### src/rtl/uart_tx_arb.sv
// Round-robin arbiter sharing one uart_m transmitter between NREQ byte requesters.
// A requester that holds lock keeps the transmitter for back-to-back bytes.
module uart_tx_arb #(
    parameter int unsigned NREQ    = 4,
    parameter int unsigned BUSYTMO = 15
) (
    input  logic              clk,
    input  logic              rst,
    input  logic [NREQ-1:0]   req,
    input  logic [NREQ-1:0]   lock,
    input  logic [8*NREQ-1:0] din,
    output logic [NREQ-1:0]   ack,
    output logic [NREQ-1:0]   gnt,
    output logic              load,
    output logic [7:0]        d,
    input  logic              txbusy,
    output logic              err
);

    localparam int unsigned PW = (NREQ > 1) ? $clog2(NREQ) : 1;
    localparam int unsigned CW = $clog2(BUSYTMO + 1);
    // Counter clears in LOAD; matching this value in WAITHI makes err visible
    // exactly BUSYTMO cycles after the load strobe.
    localparam logic [CW-1:0] TMO_LAST = CW'(BUSYTMO - 2);
    localparam logic [CW-1:0] TMO_SAT  = CW'(BUSYTMO);

    typedef enum logic [1:0] {
        StIdle,
        StLoad,
        StWaitHi,
        StWaitLo
    } state_e;

    state_e        state;
    logic [PW-1:0] ptr;
    logic [CW-1:0] cnt;

    logic [PW-1:0] own_idx;
    logic          own_lock;
    logic          own_req;
    logic          own_keeps;

    int unsigned   cand;
    logic          rr_found;
    logic [PW-1:0] rr_idx;

    logic          win;
    logic [PW-1:0] win_idx;
    logic [NREQ-1:0] win_oh;
    logic [PW-1:0] ptr_nxt;

    // Decode the current owner and whether its lock keeps the transmitter.
    always_comb begin
        own_idx = '0;
        for (int i = 0; i < NREQ; i++) begin
            if (gnt[i]) begin
                own_idx = PW'(i);
            end
        end
        own_lock  = lock[own_idx];
        own_req   = req[own_idx];
        own_keeps = (|gnt) && own_lock;
    end

    // Round-robin search over req starting at ptr.
    always_comb begin
        rr_found = 1'b0;
        rr_idx   = '0;
        cand     = 0;
        for (int unsigned i = 0; i < NREQ; i++) begin
            cand = 32'(ptr) + i;
            if (cand >= NREQ) begin
                cand = cand - NREQ;
            end
            if (!rr_found && req[cand[PW-1:0]]) begin
                rr_found = 1'b1;
                rr_idx   = cand[PW-1:0];
            end
        end
    end

    // Pick the winner: a locked owner wins only with its own req, otherwise round-robin.
    always_comb begin
        if (own_keeps) begin
            win     = own_req;
            win_idx = own_idx;
        end else begin
            win     = rr_found;
            win_idx = rr_idx;
        end
        win_oh = '0;
        for (int i = 0; i < NREQ; i++) begin
            win_oh[i] = (win_idx == PW'(i));
        end
        if (32'(win_idx) == NREQ - 1) begin
            ptr_nxt = '0;
        end else begin
            ptr_nxt = win_idx + PW'(1);
        end
    end

    // Arbitration FSM with registered strobes, grant, data and sticky error.
    always_ff @(posedge clk or posedge rst) begin
        if (rst) begin
            state <= StIdle;
            ptr   <= '0;
            cnt   <= '0;
            ack   <= '0;
            gnt   <= '0;
            load  <= 1'b0;
            d     <= 8'h00;
            err   <= 1'b0;
        end else begin
            load <= 1'b0;
            ack  <= '0;
            unique case (state)
                StIdle: begin
                    // A UART still busy (e.g. after reset) holds everything off.
                    if (!txbusy) begin
                        if (!own_keeps) begin
                            gnt <= '0;
                        end
                        if (win) begin
                            d     <= din[{win_idx, 3'b000} +: 8];
                            gnt   <= win_oh;
                            ptr   <= ptr_nxt;
                            load  <= 1'b1;
                            ack   <= win_oh;
                            state <= StLoad;
                        end
                    end
                end
                StLoad: begin
                    cnt   <= '0;
                    state <= StWaitHi;
                end
                StWaitHi: begin
                    if (txbusy) begin
                        state <= StWaitLo;
                    end else if (cnt == TMO_LAST) begin
                        err   <= 1'b1;
                        state <= StIdle;
                    end else if (cnt != TMO_SAT) begin
                        cnt <= cnt + CW'(1);
                    end
                end
                StWaitLo: begin
                    // gnt is kept so IDLE can see the owner's lock.
                    if (!txbusy) begin
                        state <= StIdle;
                    end
                end
                default: begin
                    state <= StIdle;
                end
            endcase
        end
    end

endmodule

### config.mk
export PLATFORM = sky130hd
export DESIGN_NAME = uart_tx_arb
export DESIGN_NICKNAME = d
export VERILOG_FILES = /design/src/rtl/uart_tx_arb.sv
export SDC_FILE = /design/constraint.sdc
export NUM_CORES = 1
export LEC_CHECK = 0
export BUFFER_PORTS_ARGS = -buffer_cell sky130_fd_sc_hd__buf_2
export CAP_MARGIN = 5
export CORE_ASPECT_RATIO = 0.7
export CORE_UTILIZATION = 52
export DETAILED_ROUTE_END_ITERATION = 8
export PLACE_DENSITY = 0.85
export SLEW_MARGIN = 5
export SYNTH_ARGS = -nofsm -noshare
export SYNTH_HDL_FRONTEND = slang
export SYNTH_SLANG_ARGS = --single-unit
### constraint.sdc
create_clock -name clk -period 3.9 [get_ports clk]
set_input_delay 0.195 -clock clk [delete_from_list [all_inputs] [get_ports clk]]
set_output_delay 0.195 -clock clk [all_outputs]
set_load 0.02 [all_outputs]
==> results.toml <==
[die]
coreArea_mm2 = 0.002803
rows = 16
start_util = 0.5482
dieWidth_um = 66.97
fp.dieArea_mm2 = 0.003180
die_y_um = 47.48
io_pins = 61

[sta]
drv_slew = 0
period_minus_slack_ns = 2.452
setup_viol = 0
relSlewSlack = 0.3576
worst_pin_slew_ns = 0.9625
rsz0062_at_grt = "no"
setup_tns_ns = 0
period_share = 0.6286
hold_viol = 0
clock_skew_ns = 0.008088
max_freq_ghz = 0.4079

[synth]
syn_area_mm2 = 0.001536
netlist_top_cells_count = "dfrtp_1 (26), nand2_1 (23), mux2i_1 (17)"
async_flop_share = 1.000
synth.most_common_cell = "dfrtp_1"
synth_cell_type_count = 40
synth_edf_count = 0
synth_area_per_cell_um2 = 10.38
yosysWarnings = 0
yosysSeqAreaShare = 0.4235
synth_flop_cell = "dfrtp_1"
ys_ff_latch = 26
synth_area_leaders = "dfrtp_1 (42%), mux2i_1 (11%), o221ai_2 (7.8%), nand2_1 (5.6%), nor2_1 (2.7%)"
synth_top_area_cell = "dfrtp_1"
syn_inst = 148
syn-num-nets = 194
synth_top_area_share = 0.4235

[setup_path]
rr_worst_depth = 6
critical-path-top-delay-family = "compound AO/OA/AOI/OAI gates"
crit_buf_inv = 0
critical_path_class = "flip-flop to flip-flop"
slowest_delay_ns = 0.68
path_max_fanout = 22
path_depth = 6
slowest_stage = "a21oi_4"
r2r_slack_ns = 1.45
r2r-end = "d[7]$_DFFE_PP0P_"
cp-start-kind = "flip-flop"
crit_chain = "nor2_4 > nand3_2 > or3_4 > a21oi_4 > mux2i_1 > o221ai_2"
critPathRequiredTime_ns = 4.05
crit_path_start = "gnt[2]$_DFFE_PP0P_"
worst_ep_arrival_time_ns = 2.60
cp-endpoint = "d[7]$_DFFE_PP0P_"
r2r_start = "gnt[2]$_DFFE_PP0P_"
cp-end-kind = "flip-flop"

[cells_and_area]
nets = 255
antenna_cells = 0
utilization = 0.6835
area_growth_pct = 24.67
drive_above_1_share = 0.3990

[routing]
wl_per_cell_um = 14.30
viasPerCell = 5.537
first_iter_violations = 59
vias = 1351
drc = 0
postRouteAntennaNets = 0
firstDrtPassIters = 4
wl_mm = 3.488

[clock_network]
cts_made_buffers = 3
cts_resized = 0
clkSlewWorstSetupHoldPaths_ns = 0.09
cts.sinks = 26
post-cts-setup-buffer-count = 0
clockBufferDepth = 2
cts_hold_buffers = 0
ctsHtreeMaxLevel = 1
cts_tree = "built"
clk_latency_ns = 0.27
root_buffer = "clkbuf_8"

[place]
dp_hpwl_mm = 2.634
gp_congestion = 0.9957
portBuffers = 60

[run]
maxCapViolCount = 0

[grt]
grt_pass1_vias = 1263
track_usage = 0.2383
grt_first_pass_wirelength_mm = 5.513
grt_max_degree = 27
grt_overflow = 0
antenna_found_initial = 0

[outcome]
status = "finished clean"

[pwr]
leakage_uw = 0.0009947
vdd_drop_max_mv = 0.3538
p_per_area_mw_per_mm2 = 797.2

[min_path]
hold_class = "primary input to async pin"
-- logic make-up after synthesis --
group / count (synthesis) / share of synthesized area
adders and majority gates: 3 / 0.02443
and+or+nand+nor: 59 / 0.2044
muxes: 18 / 0.1181
DFF: 26 / 0.4235
AOI/OAI and AO/OA: 29 / 0.1767
buffers and inverters: 11 / 0.04153
xor gates and xnor gates: 2 / 0.01140
-- state kept, by name, indices dropped and copies added, names as in the netlist --
signal  count
d           8
err         1
load        1
ptr         2
state       2
ack         4
gnt         4
cnt         4
-- cell usage in the layout, fill, tap and decap left out, drive strengths merged, types with 4 or more instances in the layout --
master,netlist,layout
inv,7,7
mux2i,17,17
o221ai,8,8
dfrtp,26,26
nand3,5,5
buf,3,60
o21ai,7,7
nor2,12,12
nand2b,4,4
nand2,24,24
-- per-layer routing --
layer / up-vias / share of wire / GRT usage
met1: 635 / 0.44 / 0.3018
li1: 651 / - / -
met2: 61 / 0.48 / 0.4162
met5: - / 0 / 0
met3: 4 / 0.074 / 0.05952
met4: 0 / 0.013 / 0.06809
-- worst min path at each step --
stage                      start              endpoint  slack [ns]  depth (start not counted)
after floorplan              rst      ack[0]$_DFF_PP0_        0.24                          1
after global placement       rst      ack[0]$_DFF_PP0_        0.45                          2
after detailed placement  txbusy  state[0]$_DFFE_PP0P_        0.45                          3
after CTS                    rst      d[0]$_DFFE_PP0P_        0.16                          2
after global routing      txbusy  state[0]$_DFFE_PP0P_        0.19                          3
final                        rst      ack[0]$_DFF_PP0_        0.13                          2
-- power by group --
group	internal, uW	switching, uW
Clock	137	83.7
Combinational	349	488
Sequential	367	102
-- per-stage QoR --
stage	area [um2]	setup WS [ns]	instances	hold slack, ns	power [uW]
after floorplan	1536	1.878	148	0.2350	1143
after global placement	1844	1.595	240	0.4463	1265
after detailed placement	1844	1.457	240	0.4541	1309
after CTS	1916	1.452	244	0.1614	1533
after global routing	1916	1.332	244	0.1870	1632
final	1916	1.448	244	0.1260	1527
-- layout make-up --
cell class	instances	area, um2
Clock inverter	1	30.03
Multi-Input combinational cell	111	822.0
Clock buffer	3	41.29
Tap cell	36	45.04
Inverter	7	26.28
Sequential cell	26	650.6
Fill cell	231	887.1
Timing Repair Buffer	60	300.3
Power figures use the tool's default switching activity.
